## config.mk

```make
export PLATFORM = sky130hd
export DESIGN_NAME = key_matrix_scanner
export DESIGN_NICKNAME = d
export VERILOG_FILES = /design/src/rtl/key_matrix_scanner_pkg.sv /design/src/rtl/key_matrix_scanner_cdc_sync2.sv /design/src/rtl/key_matrix_scanner.sv
export SDC_FILE = /design/constraint.sdc
export NUM_CORES = 1
export LEC_CHECK = 0
export ABC_AREA = 0
export CORE_UTILIZATION = 64
export DETAILED_ROUTE_END_ITERATION = 12
export MAX_ROUTING_LAYER = met4
export PLACE_DENSITY_LB_ADDON = 0.05
export REMOVE_ABC_BUFFERS = 1
export SLEW_MARGIN = 20
export SYNTH_ARGS = -nofsm -noshare
export SYNTH_HDL_FRONTEND = slang
export SYNTH_SLANG_ARGS = --single-unit
```

## constraint.sdc

```tcl
create_clock -name clk -period 4.6 [get_ports clk]
set_input_delay 0.69 -clock clk [delete_from_list [all_inputs] [get_ports clk]]
set_output_delay 0.69 -clock clk [all_outputs]
set_load 0.05 [all_outputs]
```

## src/rtl/key_matrix_scanner_pkg.sv

```systemverilog
// Shared types and width helpers for the key matrix scanner.
package key_scan_pkg;

  typedef enum logic [1:0] {
    DRIVE  = 2'd0,
    SETTLE = 2'd1,
    SAMPLE = 2'd2,
    EVAL   = 2'd3
  } scan_state_e;

  function automatic int clog2(input int value);
    int result;
    int v;
    result = 0;
    v = value - 1;
    while (v > 0) begin
      result = result + 1;
      v = v >> 1;
    end
    return result;
  endfunction

  // Counter/index widths never collapse to zero bits, even for a count of 1.
  function automatic int width_of(input int count);
    return (clog2(count) < 1) ? 1 : clog2(count);
  endfunction

  function automatic int code_width(input int rows, input int cols);
    return width_of(rows * cols);
  endfunction

endpackage

```

## src/rtl/key_matrix_scanner_cdc_sync2.sv

```systemverilog
// Two-flop synchronizer for bringing asynchronous column lines into the clk domain.
module cdc_sync2 #(
  parameter int WIDTH = 1
) (
  input  logic             clk,
  input  logic             rst,
  input  logic [WIDTH-1:0] async_i,
  output logic [WIDTH-1:0] sync_o
);

  logic [WIDTH-1:0] meta_q;
  logic [WIDTH-1:0] sync_q;

  always_ff @(posedge clk) begin
    if (rst) begin
      meta_q <= '0;
      sync_q <= '0;
    end else begin
      meta_q <= async_i;
      sync_q <= meta_q;
    end
  end

  assign sync_o = sync_q;

endmodule

```

## src/rtl/key_matrix_scanner.sv

```systemverilog
// Row-scanning keypad reader: per-key debounce, press/release events over valid/ready.
module key_matrix_scanner
  import key_scan_pkg::*;
#(
  parameter  int ROWS           = 8,
  parameter  int COLS           = 8,
  parameter  int SETTLE_CYCLES  = 27000,
  parameter  int DEBOUNCE_SCANS = 3,
  localparam int CODE_W         = code_width(ROWS, COLS)
) (
  input  logic                 clk,
  input  logic                 rst,
  output logic [ROWS-1:0]      row_drive,
  input  logic [COLS-1:0]      col_sense,
  output logic                 ev_valid,
  input  logic                 ev_ready,
  output logic [CODE_W-1:0]    ev_code,
  output logic                 ev_press,
  output logic [ROWS*COLS-1:0] key_state
);

  localparam int KEYS  = ROWS * COLS;
  localparam int ROW_W = width_of(ROWS);
  localparam int COL_W = width_of(COLS);
  localparam int TMR_W = width_of(SETTLE_CYCLES);
  localparam int CNT_W = width_of(DEBOUNCE_SCANS + 1);

  scan_state_e        state_q, state_d;
  logic [ROW_W-1:0]   row_idx_q, row_idx_d;
  logic [COL_W-1:0]   col_idx_q, col_idx_d;
  logic [TMR_W-1:0]   timer_q, timer_d;
  logic [ROWS-1:0]    row_drive_q, row_drive_d;
  logic [COLS-1:0]    samp_q, samp_d;
  logic               ev_valid_q, ev_valid_d;
  logic [CODE_W-1:0]  ev_code_q, ev_code_d;
  logic               ev_press_q, ev_press_d;
  logic [KEYS-1:0]    stable_q, stable_d;
  logic [CNT_W-1:0]   cnt_q [KEYS];

  logic [COLS-1:0]    col_sync;
  logic [CODE_W-1:0]  key_idx;
  logic               samp_bit;
  logic [CNT_W-1:0]   cnt_plus;
  logic               blocked;
  logic               cnt_we;
  logic [CNT_W-1:0]   cnt_wdata;

  cdc_sync2 #(
    .WIDTH (COLS)
  ) u_col_sync (
    .clk     (clk),
    .rst     (rst),
    .async_i (col_sense),
    .sync_o  (col_sync)
  );

  assign key_idx  = CODE_W'(row_idx_q) * CODE_W'(COLS) + CODE_W'(col_idx_q);
  assign samp_bit = samp_q[col_idx_q];
  assign cnt_plus = cnt_q[key_idx] + 1'b1;
  assign blocked  = ev_valid_q && !ev_ready;

  // A held event freezes EVAL on the current key, so the row stays driven
  // and no later key can overwrite the pending slot.
  always_comb begin
    state_d     = state_q;
    row_idx_d   = row_idx_q;
    col_idx_d   = col_idx_q;
    timer_d     = timer_q;
    row_drive_d = row_drive_q;
    samp_d      = samp_q;
    ev_valid_d  = ev_valid_q;
    ev_code_d   = ev_code_q;
    ev_press_d  = ev_press_q;
    stable_d    = stable_q;
    cnt_we      = 1'b0;
    cnt_wdata   = '0;

    if (ev_valid_q && ev_ready) begin
      ev_valid_d = 1'b0;
    end

    case (state_q)
      DRIVE: begin
        row_drive_d = ROWS'(1) << row_idx_q;
        timer_d     = '0;
        state_d     = SETTLE;
      end
      SETTLE: begin
        timer_d = timer_q + 1'b1;
        if (timer_q == TMR_W'(SETTLE_CYCLES - 1)) begin
          state_d = SAMPLE;
        end
      end
      SAMPLE: begin
        samp_d    = col_sync;
        col_idx_d = '0;
        state_d   = EVAL;
      end
      EVAL: begin
        if (!blocked) begin
          cnt_we = 1'b1;
          if (samp_bit == stable_q[key_idx]) begin
            cnt_wdata = '0;
          end else if (cnt_plus == CNT_W'(DEBOUNCE_SCANS)) begin
            stable_d[key_idx] = samp_bit;
            cnt_wdata         = '0;
            ev_valid_d        = 1'b1;
            ev_code_d         = key_idx;
            ev_press_d        = samp_bit;
          end else begin
            cnt_wdata = cnt_plus;
          end

          if (col_idx_q == COL_W'(COLS - 1)) begin
            row_idx_d = (row_idx_q == ROW_W'(ROWS - 1)) ? '0 : row_idx_q + 1'b1;
            state_d   = DRIVE;
          end else begin
            col_idx_d = col_idx_q + 1'b1;
          end
        end
      end
      default: begin
        state_d = DRIVE;
      end
    endcase
  end

  always_ff @(posedge clk) begin
    if (rst) begin
      state_q     <= DRIVE;
      row_idx_q   <= '0;
      col_idx_q   <= '0;
      timer_q     <= '0;
      row_drive_q <= '0;
      samp_q      <= '0;
      ev_valid_q  <= 1'b0;
      ev_code_q   <= '0;
      ev_press_q  <= 1'b0;
      stable_q    <= '0;
      for (int i = 0; i < KEYS; i++) begin
        cnt_q[i] <= '0;
      end
    end else begin
      state_q     <= state_d;
      row_idx_q   <= row_idx_d;
      col_idx_q   <= col_idx_d;
      timer_q     <= timer_d;
      row_drive_q <= row_drive_d;
      samp_q      <= samp_d;
      ev_valid_q  <= ev_valid_d;
      ev_code_q   <= ev_code_d;
      ev_press_q  <= ev_press_d;
      stable_q    <= stable_d;
      if (cnt_we) begin
        cnt_q[key_idx] <= cnt_wdata;
      end
    end
  end

  assign row_drive = row_drive_q;
  assign ev_valid  = ev_valid_q;
  assign ev_code   = ev_code_q;
  assign ev_press  = ev_press_q;
  assign key_state = stable_q;

endmodule

```

# After elaboration in Yosys (flattened, before gate mapping)
# Memories as Yosys holds them, arrays and structs flattened.
# Index checks and enable logic that the tools add are counted.
[word_totals]
mem_count = 1
register_bits = 127
ram_bits = 128
output_inout_bits = 80
wordCells = 83
in_bits = 11
[memory_table]
columns = ["name", "words", "width", "read_ports", "rd_clocked_by_memory_dff", "wr", "line_no", "rtl"]
rows = [
  ["cnt_q", 64, 2, 1, 0, 64, "key_matrix_scanner.sv:38", "logic [CNT_W-1:0] cnt_q [KEYS];"],
]
[op_classes]
n_addsub = 5
bitwise = 2
n_lt_le_gt_ge = 3
n_reduce_logical = 12
eq_ne = 12
muxes = 35
shift = 1
[op_table]
columns = ["cell", "n"]
rows = [
  ["$bwmux 64", 1],
  ["$pmux 15 s2", 1],
  ["$mux 1", 16],
  ["$mux 2", 8],
  ["$add 15x1->15 const B", 1],
  ["$eq 15x15->1 const B", 1],
  ["$mux 3", 3],
  ["$reduce_and 3->1", 3],
  ["$ne 2x2->1 const B", 4],
  ["$pmux 2 s4", 1],
  ["$shl 1x3->8 const A", 1],
  ["$lt 6x7->1 const B", 1],
  ["$add 3x1->3 const B", 2],
  ["$add 6x3->6", 1],
  ["$bmux 1 s6", 1],
  ["$demux 1 s6", 1],
  ["$eq 2x2->1 const B", 3],
  ["$eq 3x3->1 const B", 2],
  ["$ge 6x1->1 const B", 1],
  ["$mux 6", 1],
  ["$pmux 3 s2", 1],
  ["$lt 3x4->1 const B", 1],
  ["$reduce_and 4->1", 1],
  ["$reduce_bool 2->1", 2],
  ["other kinds (9)", 12],
]

# Depth between registers and ports, before layout
# Gate-level depths: netlist of run 1.
[logic_depth]
depth_word = 9
depth_mapped = 14
ltp_nobuf = 9

# By module
# Synthesis of run 1 repeated with hierarchy kept, for this count alone.
[hier_totals]
cells_unflattened = 1252
area_unflattened_um2 = 12816.0
[by_module_without_submodules]
columns = ["module", "area_per_inst_um2", "seq_area_each_um2", "instances", "cells_per_inst"]
rows = [
  ["key_matrix_scanner", 12351.8, 6065.8, 1, 1219],
  ["cdc_sync2", 464.2, 320.3, 1, 33],
]

# Worst setup path after synthesis of run 1
# OpenSTA, ideal clock, no wires.
[synth_path]
path_kind = "register -> register"
start = "register col_idx_q[0]"
end = "memory cnt_q[8][0] (netlist bit), data pin"
setup_slack_ns = 1.500
arrival_ns = 2.930
path_stages_with_launch = 14
setup_ns = 0.170
period_less_slack_ns = 3.100
required_time_ns = 4.430
path_buffers = 5
path_cell_list = "dfxtp_1 buf_2 buf_4 mux2_2 a221oi_1 o22a_1 o221ai_1 nor4_2 xnor2_1 buf_2 or4b_1 buf_2 buf_6 nor4_2"
[synth_lines]
columns = ["element", "line_no", "rtl"]
rows = [
  ["from (decl)", "key_matrix_scanner.sv:30", "logic [COL_W-1:0] col_idx_q, col_idx_d;"],
  ["from (signal assigned)", "key_matrix_scanner.sv:146", "col_idx_q <= col_idx_d;"],
  ["to (decl)", "key_matrix_scanner.sv:38", ""],
]

==> metrics.md, run 1 <==
| Metric | Value |
|---|---|
| Main combinational cell family by area after synthesis | compound AO/OA/AOI/OAI gates |
| Async SR Flop Fraction | 0% |
| Most numerous cell in the Yosys netlist | edfxtp_1 |
| Remaining DRCs | 0 |
| Post_cts resized | 0 |
| Starting Density | roughly two thirds |
| Antenna viol nets, final | 0 |
| VDD IR max | approximately 0.31 mV |
| Main synth FF type | edfxtp_1 |
| Synthesized-area fraction occupied by adder cells | 1.29% |
| Area delta synth->final | 15.1% |
| WP data required | between 4 and 5 ns |
| Kind of critical path | reg2reg |
| Core box area | 19400 sq um |
| Max transition margin | around a third |
| Clock Skew | 0.0132 ns |
| Via count | approximately 11k |
| Detailed Place HPWL | 23100 um |
| Cell leakage power | ~4.4 nW |
| Tmin final | 4.12 ns |
| Clock Tree Root | clkbuf_16 |
| Syn Inst Count | 1228 |
| Nets | roughly 1.3k |
| FILL cells | roughly 1.4k |
| Row count | slightly above 50 |
| Status | complete, no violations |
| Hold Crit Class | reg2reg |
| N_diodes | 0 |
| Cell taking the most area after synthesis | edfxtp_1 |
| Buffers added on ports | 90 |
| Fin. Hold Viols | 0 |
| CTS clk-pin slew, worst paths | roughly 0.060 ns |
| Die width | between 100 and 150 um |
| Total CTS buffers | 27 |
| Cell Area, Synth | 12700 sq um |
| DRT Wirelength | 36700 um |
| CP Launch Type | register |
| Antenna violations before repair | 0 |
| RSZ-0062 raised after global routing | no |
| Detailed Route Iter0 Violations | ~1.2k |
| Period utilization | 89.7% |
| CTS tree | yes |
| Number of global-route vias before repair | between 9k and 10k |
| CP endpoint kind | register |
| Share of the synthesized area in the top cell type | a little under a third |
| Synth Area in Compound Gates | a little under a fifth |
| Setup-failing EPs final | 0 |
| Final setup margin | 0.475 ns |
| Yosys warning count | 0 |
| Grt total ovfl | 0 |
| First-pass GRT wire length | ~57000 um |
| Synth top area cells | edfxtp_1 30%, dfxtp_1 20%, a211oi_1 4.2% |
| Simple-gate share of the synthesized area | between 10% and 20% |
| IO Count | approximately 90 |
| Crit Path Max Fanout | 46 |
| Tightest Pin Transition | roughly 1 ns |
| Fraction of layout cells with a size suffix above 1 | between 10% and 20% |
| Post-synth EDFFs | roughly 130 |
| # H-tree levels | 1 |
| Worst slack, placed | about 0.67 ns |
| Register area share after synthesis | 50.5% |
| Maxcap violations | 0 |
| Avg Inst Size Synth | just over 10 sq um |
| Postcts setup bufs | 0 |
| Pwr Density | approximately 360 nW/um^2 |
| Critical path arrival | ~4.5 ns |
| Synth cell count leaders | 128 x edfxtp_1, 127 x dfxtp_1, 106 x nor2_1, 89 x nor3_1, 77 x clkbuf_1 |
| Total GRT Usage | a little under two fifths |
| Die height | ~140 um |
| Worst skew pair latency | approximately 0.54 ns |
| Max-slew violation total from the final report | 0 |
| Average vias per placed instance | a little under 7 |
| Clock buffer depth | 3 |
| Hold_buf cts | 0 |
| DR pass1 iterations | 5 |
| Largest net degree at the start of global routing | roughly 90 |
| Setup TNS | 0 ns |
| Multiplexer share of the synthesized area | between 5 and 6% |
| Routed wire per std cell | around 24 um |
| Synth cell types | 70 |
| Clock Sinks | about 260 |
| Post-Synth XOR/XNOR Area | less than 1% |
| Max Fclk | ~0.24 GHz |
| Seq cells post-synth | about 260 |
| Global placer's final weighted congestion | 0.957 |
| Total Die Area | approximately 20000 sq um |
## layout make-up
class                           instances  area (sq um)  area share [%]
Inverter                               18          67.6           0.464
Multi-Input combinational cell        821          5580            38.3
Timing Repair Buffer                  137          1310            8.96
Clock buffer                           41           792            5.44
Clock inverter                          9          96.3           0.662
Tap cell                              265           332            2.28
Sequential cell                       255          6390            43.9
## routing by layer
metal	vias to the layer above	wire, um	global-route usage, %
li1	4726	-	-
met1	5130	14200	49.8
met2	732	16600	56.3
met3	119	4310	6.57
met4	0	1530	17.7
met5	-	0	-
## cells by family after synthesis
kind of cell    count (synthesis)
simple gates                  412
compound gates                340
flops                         255
buf+inv                       152
mux                            55
fa+ha+maj                      13
xor+xnor                        1
## where the power goes
group          total, mW  switching [mW]  internal (mW)  leakage, nW
registers           2.51          0.0511           2.46         2.26
logic              0.574           0.379          0.195         1.69
clock network       2.19           0.889           1.30        0.438
total               5.28            1.32           3.96         4.39
## path summary, 6_finish.rpt
path	startpoint	to	slack [ns]	cells past startpoint
worst min-delay path	u_col_sync.meta_q[1]	u_col_sync.sync_o[1]	0.43	1
worst min register to register	u_col_sync.meta_q[1]	u_col_sync.sync_o[1]	0.43	1
worst max-delay path	row_idx_q[1]	cnt_q[13][1]	0.48	11
worst max register to register	row_idx_q[1]	cnt_q[13][1]	0.48	11
## flip-flops by register name, indices dropped and copies added, names as in the netlist
name	flops
col_idx_q	3
ev_valid	1
cnt_q	128
ev_press	1
row_drive	8
ev_code	6
state_q	2
u_col_sync.sync_o	8
samp_q	8
key_state	64
row_idx_q	3
timer_q	15
u_col_sync.meta_q	8
## critical path, stage by stage (launching register included)
cell       delay, ns
dfxtp_1         0.64
nand3b_1        0.50
buf_4           0.25
a21oi_1         0.05
a2111oi_0       0.49
o221ai_1        0.21
nor4_2          0.37
xnor2_2         0.20
buf_4           0.50
nand4bb_2       0.17
buf_4           0.30
nor4_1          0.24
## through the flow
step / utilization (%) / hold WS [ns] / instance area, sq um / total power, mW / std cells
detailed placement: 70.5 / 0.426 / 13700 / 3.12 / 1496
global route: 75.1 / 0.461 / 14600 / 5.42 / 1546
CTS: 75.1 / 0.440 / 14600 / 5.27 / 1546
floorplan: - / 0.414 / 12000 / 2.90 / 1094
finish: 75.1 / 0.433 / 14600 / 5.28 / 1546
global placement: 70.5 / 0.420 / 13700 / 3.11 / 1496
## layout by cell type (no fill, tap or decap), types with 10 or more instances in the layout
cell               n
a211oi_1          70
a21o_1            15
a21oi_1           42
a22oi_1           17
a31oi_1           65
buf_4             43
clkbuf_16         29
clkdlybuf4s50_1   89
dfxtp_1          124
edfxtp_1         128
ha_1              13
inv_1             16
mux2_2            10
mux2i_1           32
nand2_1           36
nand3_1           37
nand3b_1          18
nor2_1           106
nor2b_1           25
nor3_1            89
nor3_2            29
nor4_1            14
o21ai_0           10
o21bai_1          47
Note: power is estimated with default switching activity, not from simulation.
==> run 2: changes to the inputs <==
--- a/config.mk
+++ b/config.mk
@@ -6,11 +6,12 @@
 export NUM_CORES = 1
 export LEC_CHECK = 0
 export ABC_AREA = 0
-export CORE_UTILIZATION = 64
+export CORE_UTILIZATION = 40
 export DETAILED_ROUTE_END_ITERATION = 12
 export MAX_ROUTING_LAYER = met4
 export PLACE_DENSITY_LB_ADDON = 0.05
 export REMOVE_ABC_BUFFERS = 1
+export SETUP_SLACK_MARGIN = 0.15
 export SLEW_MARGIN = 20
 export SYNTH_ARGS = -nofsm -noshare
 export SYNTH_HDL_FRONTEND = slang
==> metrics.md, run 2 (synthesis results as in run 1) <==
| Metric | Value |
|---|---|
| # H-tree levels | 1 (unchanged) |
| Clock Power Share | 44.4% (was 41.5%) |
| Routed wire per std cell | 24.1 um (was 23.7 um) |
| Most frequent CP cell | buf_4 (unchanged) |
| Core box area | 30800 sq um (was 19400 sq um) |
| Setup TNS | 0 ns (unchanged) |
| Kind of critical path | reg2reg (unchanged) |
| CTS tree | yes (unchanged) |
| Antenna violations before repair | 0 (unchanged) |
| Most common cell after layout, fill and taps aside | edfxtp_1 (unchanged) |
| Power, Total | 5.58 mW (was 5.28 mW) |
| Fraction of layout cells with a size suffix above 1 | 14.9% (was 12.5%) |
| Utilization after layout | 48.9% (was 75.1%) |
| Hold Crit Class | reg2reg (unchanged) |
| Critical path arrival | 4.55 ns (was 4.45 ns) |
| Crit Path Max Fanout | 42 (was 46) |
| Max-slew violation total from the final report | 0 (unchanged) |
| Clock Sinks | 255 (unchanged) |
| CTS clk-pin slew, worst paths | 0.06 ns (about the same) |
| Max reg flops | 128 (unchanged) |
| DRT Wirelength | 41000 um (was 36700 um) |
| CP Launch Type | register (unchanged) |
| WP data required | 5.05 ns (was 4.93 ns) |
| Detailed Place HPWL | 26600 um (was 23100 um) |
| Area delta synth->final | 19.2% (was 15.1%) |
| Critical Path Start | col_idx_q[0] (was row_idx_q[1]) |
| Cell leakage power | 4.60 nW (was 4.39 nW) |
| Die height | 180 um (was 143 um) |
| Worst skew pair latency | 0.56 ns (was 0.54 ns) |
| HP Start | u_col_sync.meta_q[7] (was u_col_sync.meta_q[1]) |
| Global placer's final weighted congestion | 0.826 (was 0.957) |
| Antenna viol nets, final | 0 (unchanged) |
| CP delay by family, top | compound AO/OA/AOI/OAI gates (was simple AND/OR/NAND/NOR gates) |
| First-pass GRT wire length | 63200 um (was 56800 um) |
| Clock Skew | 0.0102 ns (was 0.0132 ns) |
| Pwr Density | 370 nW/um^2 (was 362 nW/um^2) |
| VDD IR max | 0.235 mV (was 0.312 mV) |
| Bufs and invs on worst path | 2 (was 3) |
| Detailed Route Iter0 Violations | 999 (was 1183) |
| Maxcap violations | 0 (unchanged) |
| Max transition margin | 29.2% (was 34.4%) |
| CP cell instances | nor2b_1, a22o_1, a2111oi_0, o221ai_1, nor4_2, xnor2_2, buf_4, buf_4, a31oi_1, a211oi_1 (was nand3b_1, buf_4, a21oi_1, a2111oi_0, o221ai_1, nor4_2, xnor2_2, buf_4, nand4bb_2, buf_4, nor4_1) |
| Leading cell types in the layout, fill and taps excluded | 128 x edfxtp_1, 124 x dfxtp_1, 106 x nor2_1 (unchanged) |
| Launching point of the worst reg2reg path | col_idx_q[0] (was row_idx_q[1]) |
| Total CTS buffers | 31 (was 27) |
| Largest stage delay, worst path | 0.87 ns (was 0.64 ns) |
| Average vias per placed instance | 6.15 (was 6.93) |
| Layout Cells excl Fill | 1703 (was 1546) |
| IO Count | 91 (unchanged) |
| Number of global-route vias before repair | 10.1k (was 9907) |
| Max Fclk | 0.244 GHz (was 0.242 GHz) |
| Reg with most FFs | cnt_q (unchanged) |
| Total GRT Usage | 26.1% (was 37.6%) |
| Largest net degree at the start of global routing | 148 (was 88) |
| Fin. Hold Viols | 0 (unchanged) |
| Buffers added on ports | 90 (unchanged) |
| Status | complete, no violations (unchanged) |
| Setup-failing EPs final | 0 (unchanged) |
| Grt total ovfl | 0 (unchanged) |
| Nets | 1307 (was 1284) |
| Total Die Area | 32400 sq um (was 20300 sq um) |
| Tmin final | 4.09 ns (was 4.12 ns) |
| Clock buffer depth | 3 (unchanged) |
| # placed instances | 1646 (was 1496) |
| Share of power burned in registers | 45.2% (was 47.6%) |
| P_sw | 1.42 mW (was 1.32 mW) |
| Pint | 4.16 mW (was 3.96 mW) |
| DR pass1 iterations | 7 (was 5) |
| Die width | 180 um (was 143 um) |
| Period utilization | 89.0% (was 89.7%) |
| Hold_buf cts | 0 (unchanged) |
| Via count | 10.5k (was 10.7k) |
| Starting Density | 41.0% (was 65.2%) |
| CP endpoint kind | register (unchanged) |
| Comb pwr share | 10.4% (was 10.9%) |
| Clock Tree Root | clkbuf_16 (unchanged) |
| RSZ-0062 raised after global routing | no (unchanged) |
| Row count | 64 (was 51) |
| N_diodes | 0 (unchanged) |
| Slowest CP cell | dfxtp_2 (was dfxtp_1) |
| Switching Fraction | 25.4% (was 25.0%) |
| Postcts setup bufs | 0 (unchanged) |
| Post_cts resized | 0 (unchanged) |
| Tightest Pin Transition | 1.06 ns (was 0.981 ns) |
| Remaining DRCs | 0 (unchanged) |
| WHS | 0.437 ns (was 0.433 ns) |
==> run 2: changes by cell type in the layout (fill, tap and decap cells not counted), sizes merged <==
| cell | before | now |
|---|---|---|
| buf | 48 | 67 |
| clkbuf | 41 | 45 |
| clkinv | 8 | 10 |
| clkinvlp | 0 | 1 |
==> run 2: layout make-up <==
type                       count  area (sq um)
tap                          396           495
clock inverter                12           116
fill                        2846         15800
sequential                   255          6390
timing repair buffer         156          1500
clock buffer                  45           923
inverter                      18          67.6
multi-input combinational    821          5590
==> run 2: through the flow <==
step           worst slack [ns]  cell area (sq um)
2_1_floorplan             -5.00              12000
3_3_place_gp              0.624              14000
3_5_place_dp              0.527              14000
4_1_cts                   0.496              15100
5_1_grt                   0.255              15100
6_report                  0.508              15100
==> run 2: worst paths after layout <==
path | end | slack (ns) | depth (start not counted)
max | key_state[37] | 0.51 | 10
min | u_col_sync.sync_o[7] | 0.44 | 1
max reg2reg | key_state[37] | 0.51 | 10
min reg2reg | u_col_sync.sync_o[7] | 0.44 | 1
==> run 2: power groups by stage <==
stage          clock, mW  sequential [mW]  combinational (mW)
3_3_place_gp           0             2.57               0.572
4_1_cts             2.51             2.52               0.578
6_report            2.47             2.52               0.581
3_5_place_dp           0             2.57               0.575
2_1_floorplan          0             2.57               0.329
5_1_grt             2.60             2.53               0.623
==> run 2: routing by layer <==
| metal | up-vias | wire length, um | track usage, % |
|---|---|---|---|
| li1 | 4796 | - | - |
| met1 | 5217 | 18100 | 36.0 |
| met2 | 389 | 19000 | 39.9 |
| met3 | 67 | 2790 | 3.36 |
| met4 | 0 | 1120 | 7.72 |
| met5 | - | 0 | - |
